## config.mk

```make
export PLATFORM = sky130hd
export DESIGN_NAME = reg_queue
export DESIGN_NICKNAME = d
export VERILOG_FILES = /design/src/rtl/reg_queue.sv
export SDC_FILE = /design/constraint.sdc
export NUM_CORES = 1
export LEC_CHECK = 0
export CAP_MARGIN = 5
export CORE_MARGIN = 2
export CORE_UTILIZATION = 45
export DETAILED_ROUTE_END_ITERATION = 8
export DONT_BUFFER_PORTS = 1
export SETUP_SLACK_MARGIN = 0.4
export SLEW_MARGIN = 20
export SYNTH_ARGS = -nofsm -noshare
export SYNTH_HDL_FRONTEND = slang
export SYNTH_SLANG_ARGS = --single-unit
```

## constraint.sdc

```tcl
create_clock -name clk -period 5.9 [get_ports clk]
set_input_delay 0.59 -clock clk [delete_from_list [all_inputs] [get_ports clk]]
set_output_delay 0.59 -clock clk [all_outputs]
set_load 0.02 [all_outputs]
```

## src/rtl/reg_queue.sv

```systemverilog
// reg_queue: DEPTH-entry, WIDTH-bit register queue with a registered pop stage.
// Push with load, pop with enable; popped data appears on reg_out one edge later
// and holds until the next accepted pop.
// Optional sticky overflow flag (ovf/ovf_clr ports) built only when the macro
// REG_QUEUE_OVF_EN is defined; without it dropped pushes are silent.
module reg_queue #(
  parameter int WIDTH = 5,
  parameter int DEPTH = 4
) (
  input  logic                     clk,
  input  logic                     rst,
  input  logic [WIDTH-1:0]         data_in,
  input  logic                     load,
  input  logic                     enable,
  output logic [WIDTH-1:0]         reg_out,
  output logic                     reg_valid,
  output logic                     full,
  output logic                     empty,
  output logic [$clog2(DEPTH):0]   count
`ifdef REG_QUEUE_OVF_EN
  ,
  input  logic                     ovf_clr,
  output logic                     ovf
`endif
);

  localparam int AW = $clog2(DEPTH);
  localparam int CW = AW + 1;

  logic [WIDTH-1:0] r_mem [DEPTH];
  logic [AW-1:0]    r_wr_ptr;
  logic [AW-1:0]    r_rd_ptr;
  logic [CW-1:0]    r_count;
  logic [WIDTH-1:0] r_reg_out;
  logic             r_reg_valid;

  logic             w_full;
  logic             w_empty;
  logic             w_push;
  logic             w_pop;
  logic [CW-1:0]    w_count_nxt;

  // Status flags decode straight from the registered occupancy.
  assign w_full  = (r_count == CW'(DEPTH));
  assign w_empty = (r_count == '0);

  // A pop frees a slot in the same cycle, so a full queue still accepts a
  // push that is paired with a pop; the write lands in the slot just read.
  assign w_push = load && (!w_full || enable);
  assign w_pop  = enable && !w_empty;

  // Occupancy next-state: +1 push only, -1 pop only, otherwise unchanged.
  always_comb begin
    w_count_nxt = r_count;
    unique case ({w_push, w_pop})
      2'b10:   w_count_nxt = r_count + CW'(1);
      2'b01:   w_count_nxt = r_count - CW'(1);
      default: w_count_nxt = r_count;
    endcase
  end

  // Storage array write port; contents are not reset.
  always_ff @(posedge clk) begin
    if (!rst && w_push) begin
      r_mem[r_wr_ptr] <= data_in;
    end
  end

  // Pointers and occupancy; pointers wrap naturally at DEPTH-1.
  always_ff @(posedge clk) begin
    if (rst) begin
      r_wr_ptr <= '0;
      r_rd_ptr <= '0;
      r_count  <= '0;
    end else begin
      if (w_push) begin
        r_wr_ptr <= r_wr_ptr + AW'(1);
      end
      if (w_pop) begin
        r_rd_ptr <= r_rd_ptr + AW'(1);
      end
      r_count <= w_count_nxt;
    end
  end

  // Registered output stage: capture the head word on an accepted pop.
  always_ff @(posedge clk) begin
    if (rst) begin
      r_reg_out   <= '0;
      r_reg_valid <= 1'b0;
    end else begin
      r_reg_valid <= w_pop;
      if (w_pop) begin
        r_reg_out <= r_mem[r_rd_ptr];
      end
    end
  end

  assign reg_out   = r_reg_out;
  assign reg_valid = r_reg_valid;
  assign full      = w_full;
  assign empty     = w_empty;
  assign count     = r_count;

`ifdef REG_QUEUE_OVF_EN
  logic r_ovf;

  // Sticky overflow: set on a dropped push, set beats a same-cycle clear.
  always_ff @(posedge clk) begin
    if (rst) begin
      r_ovf <= 1'b0;
    end else if (load && w_full && !enable) begin
      r_ovf <= 1'b1;
    end else if (ovf_clr) begin
      r_ovf <= 1'b0;
    end
  end

  assign ovf = r_ovf;
`endif

endmodule

```

# Word level (Yosys, flattened, before mapping)
# Memory sizes are Yosys's and may differ from the RTL's. A register that Yosys moved wholly into a read port is not among the register bits.
# Cells that the tools add are included.
# word_totals
ff_bits,8
out_inout_bits,11
ramBits,20
memories,1
# memory_table
name,depth,width,read_ports,rd_ports_with_merged_regs,wr,line_no,source
r_mem,4,5,1,1,1,30,logic [WIDTH-1:0] r_mem [DEPTH];
# classes
add_sub_neg,4
n_mux,3
reduce_logical,9
n_eq_ne,3
# op_table
operator,count
3-bit one-hot mux with 2 select lines,1
"2-bit by 1-bit adder with 2-bit output, second input constant",2
"3-bit by 1-bit adder with 3-bit output, second input constant",1
"3-bit equality test, second input constant",1
1-bit logical AND,3
1-bit zero test,3
3-bit zero test,1
"3-bit by 1-bit subtractor with 3-bit output, second input constant",1
"2-bit by 1-bit equality test with 1-bit output, second input constant",1
"2-bit equality test, second input constant",1
1-bit two-way mux,2
2-bit nonzero test,1
1-bit logical OR,1

# Depth between registers and ports, before layout
# Gate-level depths: netlist (run 1).
# logic_depth
ltp_word,7
depth_mapped,9
mapped_depth_nobuf,9

# Least setup slack after synthesis (run 1)
# No wires, ideal clock.
# synth_path
kind,register -> register
start,"reg r_count[2], in the netlist count[2]"
end,"reg r_count[2], in the netlist count[2]"
stages_incl_launch_ff,10
setup_time_ns,0.070
arrival_ns,2.527
path_slack_ns,3.303
n_path_buf,0
synth_period_minus_slack_ns,2.597
path_cell_list,dfxtp_1 > or3b_1 > o21a_1 > inv_1 > ha_1 > inv_1 > fa_1 > xor2_1 > or3_2 > a21oi_1
# synth_via
elab_chain_len,6
word_cells_on_any_way,13
classes_between,add/sub (2); eq/ne (3); mux (1); reduce/logical (7)
# synth_lines
element,line_no,source
start: declaration,33,logic [CW-1:0] r_count;
start signal: assignment,82,r_count <= w_count_nxt;
3-bit equality test,44,assign w_full = (r_count == CW'(DEPTH));
1-bit zero test,49,assign w_push = load && (!w_full || enable);
1-bit logical OR,49,
1-bit logical AND,49,
2-bit by 1-bit equality test with 1-bit output / 2-bit equality test (equally long branches),55,"unique case ({w_push, w_pop})"
3-bit one-hot mux with 2 select lines / 2-bit nonzero test (equally long branches),--,
# Parallel ways exist; a longest one is shown, timed or not.
# A chain may end at the register's enable or synchronous reset.

# Final worst setup path (run 1)
# Ends and elaborated chain as after synthesis.

==> results of run 1 <==
## metal layers
metal	wire length, um	part of all wire [%]	up-vias	global-route usage (%)
li1	-	-	341	-
met1	888	43	351	16.2
met2	1010	49	14	22.0
met3	116	5.6	5	8.08
met4	41	2.0	0	6.82
met5	0	0	-	0
## flip-flops by register name, summed over array words and instances, names as in the netlist
name and flops:
r_wr_ptr 2, reg_valid 1, r_mem 20, count 3
r_rd_ptr 2, reg_out 5
## power by group
part | leakage, nW | internal, mW | switching (mW)
logic | 0.222 | 0.0671 | 0.0671
clock network | 0.0422 | 0.0888 | 0.0724
registers | 0.288 | 0.274 | 0.0612
total | 0.552 | 0.430 | 0.201
## per-stage QoR
stage,setup slack [ps],instances,utilization (%)
4_1_cts,3110,132,49.7
3_3_place_gp,3220,124,47.1
2_1_floorplan,3300,95,-
3_5_place_dp,3140,124,47.1
5_1_grt,2970,132,49.7
6_report,3110,132,49.7
## cells in the mapped netlist
| library cell | count |
|---|---|
| clkbuf_1 | 1 |
| nor3b_1 | 4 |
| buf_1 | 2 |
| a21oi_1 | 2 |
| mux4_2 | 5 |
| o21ai_0 | 1 |
| o31ai_4 | 1 |
| mux2_4 | 1 |
| or3_2 | 1 |
| o311ai_0 | 1 |
| xor2_1 | 4 |
| or3b_1 | 1 |
| buf_2 | 1 |
| o21a_1 | 1 |
| ha_1 | 5 |
| edfxtp_1 | 20 |
| mux2i_1 | 6 |
| nor3_1 | 1 |
| fa_1 | 1 |
| nand2b_1 | 2 |
| dfxtp_1 | 13 |
| inv_1 | 8 |
| nor2_1 | 13 |
## cells by family (layout without fill, tap and decap cells)
family                   after synthesis  in the layout  synth area share, %
AO/OA/AOI/OAI                          6              6                 3.81
XOR/XNOR                               4              4                 2.54
adder cells (fa/ha/maj)                6              6                 5.99
buffers and inverters                 12             16                 3.36
flip-flops                            33             33                 62.5
multiplexers                          12             12                 13.6
AND/OR/NAND/NOR                       22             22                 8.17
## worst paths after layout
path | startpoint | slack, ps | cells past startpoint | to
setup / recovery | count[2]$_SDFFE_PP0P_ | 3110 | 9 | count[2]$_SDFFE_PP0P_
hold reg to reg | r_wr_ptr[1]$_SDFFE_PP0N_ | 530 | 2 | r_wr_ptr[1]$_SDFFE_PP0N_
hold / removal | rst | 320 | 1 | reg_out[1]$_SDFFE_PP0N_
setup reg to reg | count[2]$_SDFFE_PP0P_ | 3110 | 9 | count[2]$_SDFFE_PP0P_
## cell type report
class | count | area (um2)
clock buffer | 6 | 41.3
multi-input combinational | 50 | 470
tap | 33 | 41.3
sequential | 33 | 861
inverter | 8 | 30.0
fill | 257 | 1500
clock inverter | 2 | 35.0
==> flow_summary_export.csv, run 1 <==
group,metric,value,unit
detailed_routing,via_count,711,
sta,holdWs,322,ps
detailed_routing,routed_wl,2.06,mm
grt,antenna_found_initial,0,
cells_and_area,layout_commonest_cell,"edfxtp_1",
clock_tree,htreeDepth,2,
synth,synthCells,95,
clock_tree,cts_resized,0,
detailed_routing,wl_per_cell,15.6,um
sta,slew_headroom,38.7,%
cells_and_area,postLayoutCellArea,1480,um2
clock_tree,cts_buffers,5,
outcome,status,"finished clean",
floorplan,io_pins,20,
synth,ys_types,23,
critical_path,max_stage_delay,580,ps
grt,grt_remaining_overflow,0,
synth,synth.area.top_cells,"edfxtp_1, dfxtp_1, mux4_2",
place,dp_hpwl,1.48,mm
clock_tree,cts.clk_slew.worst_paths,100,ps
place,finalWeightedCongestion,0.713,
synth,synth_area_leader_cell,"edfxtp_1",
sta,setup_viol,0,
cells_and_area,area_delta_synth_final,7.36,%
place,placed_area,1400,um2
floorplan,core,2980,um2
floorplan,rows,20,
floorplan,die_w,59.3,um
sta,report.final.slew_viol_count,0,
critical_path,path_cells,"or3b_1 > o21a_1 > inv_1 > ha_1 > inv_1 > fa_1 > xor2_1 > or3_2 > a21oi_1",
cells_and_area,drive_above_1_share,15.2,%
sta,max_freq,0.358,GHz
power_and_ir_drop,ir_worst_vdd,104,uV
grt,track_usage,14.4,%
critical_path,critPathBufInv,2,
critical_path,cp_max_fo,7,
detailed_routing,ant_nets,0,
detailed_routing,viasPerCell,5.39,
synth,synth_top_area_share,43.6,%
sta,grt_setup_unrepaired,"no",
synth,synth_area,1380,um2
grt,grt_pass1_vias,719,
clock_tree,cts_tree,"yes",
power_and_ir_drop,p_leak,0.552,nW
floorplan,chipHeight,59.3,um
detailed_routing,firstDrtPassIters,3,
synth,ys_seq_area_share,62.5,%
detailed_routing,drt_iter0_drc,49,
place,numPortBuffers,0,
synth,synth.net_count,110,
detailed_routing,drc,0,
cells_and_area,antenna-diode-count,0,
sta,final.period_utilization,47.3,%
clock_tree,cts_root_buf,"clkbuf_4",
grt,grt_pass1_wl,3.33,mm
critical_path,arrival,3050,ps
clock_tree,clock_path_buffers,2,
worst_hold_path,min_path_type,"in -> reg",
sta,clock_skew,13.2,ps
critical_path,slowest_stage,"dfxtp_1",
clock_tree,clkSinkCount,33,
power_and_ir_drop,p_per_area,426,nW/um2
sta,min_period,2790,ps
power_and_ir_drop,fin_total_pwr,0.630,mW
floorplan,die_area,3520,um2
critical_path,cp_common_cell,"inv_1",
critical_path,worstSetupStartpointType,"flop",
cells_and_area,fin_nets,113,
floorplan,initial_core_util,46.3,%
sta,finalSetupTns,0,ps
critical_path,crit_family,"simple AND/OR/NAND/NOR gates",
critical_path,critPathKind,"reg -> reg",
critical_path,required,6160,ps
synth,synth_area_per_cell,14.5,um2
run,cap_violations,0,
sta,worst_slew_pin_slew,918,ps
critical_path,crit_path_end_kind,"flop",
sta,hold_viol,0,
clock_tree,cts_setup_buffers,0,
grt,grt_max_degree,20,
synth,ys_ff_latch,33,
cells_and_area,mostFrequentLayoutCells,"edfxtp_1, nor2_1, dfxtp_1, inv_1, mux2i_1",
clock_tree,clk_latency,330,ps
clock_tree,holdBufCountCts,0,
synth,ys_warn_count,0,
(Power assumes the default switching activity.)
==> inputs of run 2 (changes only) <==
clock period = 2.2 ns   (was 5.9 ns; I/O delays follow)
==> flow_summary_export.csv, run 2 (same netlist as run 1, synthesis figures left out) <==
group,metric,value,unit
sta,holdWs,-73.5,ps
clock_tree,clk_latency,330,ps
floorplan,initial_core_util,46.3,%
cells_and_area,mostFrequentLayoutCells,"edfxtp_1, nor2_1, dfxtp_1, buf_4",
detailed_routing,firstDrtPassIters,4,
run,cap_violations,0,
worst_hold_path,hold_end,"count[2]$_SDFFE_PP0P_",
clock_tree,cts_tree,"yes",
place,numPortBuffers,0,
critical_path,critPathBufInv,2,
sta,max_freq,0.461,GHz
floorplan,rows,20,
cells_and_area,antenna-diode-count,0,
clock_tree,cts.clk_slew.worst_paths,100,ps
sta,worst_slew_pin_slew,613,ps
critical_path,r2r_slack,30,ps
critical_path,required,2470,ps
floorplan,die_area,3520,um2
sta,hold_viol,10,
place,dp_slack,-28.9,ps
place,dp_hpwl,1.60,mm
outcome,failed_checks,"hold timing",
critical_path,crit_family,"simple AND/OR/NAND/NOR gates",
critical_path,r2r_start,"count[2]$_SDFFE_PP0P_",
critical_path,reg2reg_depth,9,
critical_path,slowest_stage,"or3b_4",
cells_and_area,fin_cells,146,
clock_tree,holdBufCountCts,6,
grt,grt_pass1_vias,779,
grt,antenna_found_initial,0,
sta,slew_headroom,58.8,%
clock_tree,htreeDepth,2,
clock_tree,clkSinkCount,33,
sta,setup_viol,0,
grt,grt_remaining_overflow,0,
floorplan,core,2980,um2
detailed_routing,viasPerCell,5.21,
sta,final.period_utilization,98.5,%
power_and_ir_drop,ir_worst_vdd,347,uV
grt,grt_pass1_wl,3.63,mm
clock_tree,clock_path_buffers,2,
detailed_routing,drc,0,
outcome,status,"finished with violations",
clock_tree,cts_buffers,5,
critical_path,cp_max_fo,2,
cells_and_area,fillers,242,
critical_path,cp_common_cell,"inv_2",
detailed_routing,routed_wl,2.19,mm
cells_and_area,layout_commonest_cell,"edfxtp_1",
power_and_ir_drop,p_leak,0.650,nW
detailed_routing,ant_nets,0,
critical_path,max_stage_delay,370,ps
detailed_routing,via_count,761,
critical_path,arrival,2440,ps
grt,grt_max_degree,20,
cells_and_area,drive_above_1_share,32.7,%
critical_path,r2r_end,"count[2]$_SDFFE_PP0P_",
worst_hold_path,holdPathStages,1,
critical_path,worstSetupStartpointType,"flop",
critical_path,path_cells,"or3b_4 > o21a_1 > inv_2 > ha_4 > inv_2 > fa_2 > xor2_2 > or3_4 > a21oi_2",
worst_hold_path,min_path_type,"in -> reg",
power_and_ir_drop,p_per_area,1100,nW/um2
floorplan,die_w,59.3,um
detailed_routing,wl_per_cell,15.0,um
floorplan,io_pins,20,
place,dp_cells,130,
grt,track_usage,15.2,%
clock_tree,cts_root_buf,"clkbuf_4",
cells_and_area,largest-register,"r_mem",
detailed_routing,drt_iter0_drc,23,
sta,report.final.slew_viol_count,0,
critical_path,crit_path_end_kind,"flop",
sta,min_period,2170,ps
sta,clock_skew,14.6,ps
sta,grt_setup_unrepaired,"yes",
cells_and_area,largest_reg_flops,20,
critical_path,critPathKind,"reg -> reg",
worst_hold_path,worstHoldStart,"rst",
place,finalWeightedCongestion,0.726,
floorplan,chipHeight,59.3,um
cells_and_area,fin_nets,127,
sta,worst_slack,32.7,ps
cells_and_area,area_delta_synth_final,23.0,%
-- run 2: cell count changes in the layout (fill, tap and decap cells not counted), sizes merged --
cell         delta
buf             +8
dlygate4sd3     +6
clkbuf          +1
clkinv          -1
-- run 2: repair_timing --
action                                  in CTS  in global routing
endpoints found under the setup margin      22                  2
pin swaps                                    5                  1
cloned                                       0                  0
gates resized for setup                     10                  1
buffers inserted                             2                  0
hold endpoints to repair                    31                 10
-- run 2: final cells by class --
type | count | area [um2] | share of cell area (%)
Sequential cell | 33 | 870 | 51.3
Clock buffer | 7 | 55.1 | 3.25
Clock inverter | 1 | 30.0 | 1.77
Tap cell | 33 | 41.3 | 2.44
Timing Repair Buffer | 14 | 120 | 7.09
Inverter | 8 | 30.0 | 1.77
Multi-Input combinational cell | 50 | 548 | 32.3
-- run 2: how the worst max path moves through the flow --
stage	slack [ps]	endpoint	cells past startpoint	start
3_3_place_gp	40	count[2]$_SDFFE_PP0P_	9	count[0]$_SDFFE_PP0P_
2_1_floorplan	-80	count[2]$_SDFFE_PP0P_	9	count[2]$_SDFFE_PP0P_
4_1_cts	30	count[2]$_SDFFE_PP0P_	9	count[0]$_SDFFE_PP0P_
5_1_grt	-30	count[2]$_SDFFE_PP0P_	9	count[0]$_SDFFE_PP0P_
3_5_place_dp	-30	count[2]$_SDFFE_PP0P_	9	count[0]$_SDFFE_PP0P_
6_report	30	count[2]$_SDFFE_PP0P_	9	count[2]$_SDFFE_PP0P_
-- run 2: worst register-to-register path, stage by stage (launching register included) --
cell and delay [ps]:
dfxtp_4 350, or3b_4 370, o21a_1 210, inv_2 80
ha_4 140, inv_2 30, fa_2 340, xor2_2 160
or3_4 320, a21oi_2 110
-- run 2: metrics by stage --
step	cell area, um2	power (mW)	utilization [%]	TNS (ps)	hold WS [ps]
after floorplan	1410	1.24	-	-77.6	319
after global placement	1480	1.34	49.5	0	282
after detailed placement	1480	1.36	49.5	-28.9	286
after CTS	1690	1.88	56.8	0	-93.3
after global routing	1690	1.97	56.9	-29.9	-98.9
final	1690	1.86	56.9	0	-73.5
-- run 2: power breakdown --
| group | internal [mW] | switching, mW | total (mW) |
|---|---|---|---|
| logic | 0.274 | 0.274 | 0.548 |
| registers | 0.742 | 0.0962 | 0.838 |
| clock network | 0.271 | 0.198 | 0.469 |
| total | 1.29 | 0.568 | 1.86 |
-- run 2: routing by layer --
| layer | wire length [um] | vias up | part of all wire [%] | GRT usage (%) |
|---|---|---|---|---|
| li1 | - | 375 | - | - |
| met1 | 913 | 369 | 42 | 16.6 |
| met2 | 1160 | 13 | 53 | 24.5 |
| met3 | 85 | 4 | 3.9 | 7.42 |
| met4 | 28 | 0 | 1.3 | 7.79 |
| met5 | 0 | - | 0 | 0 |
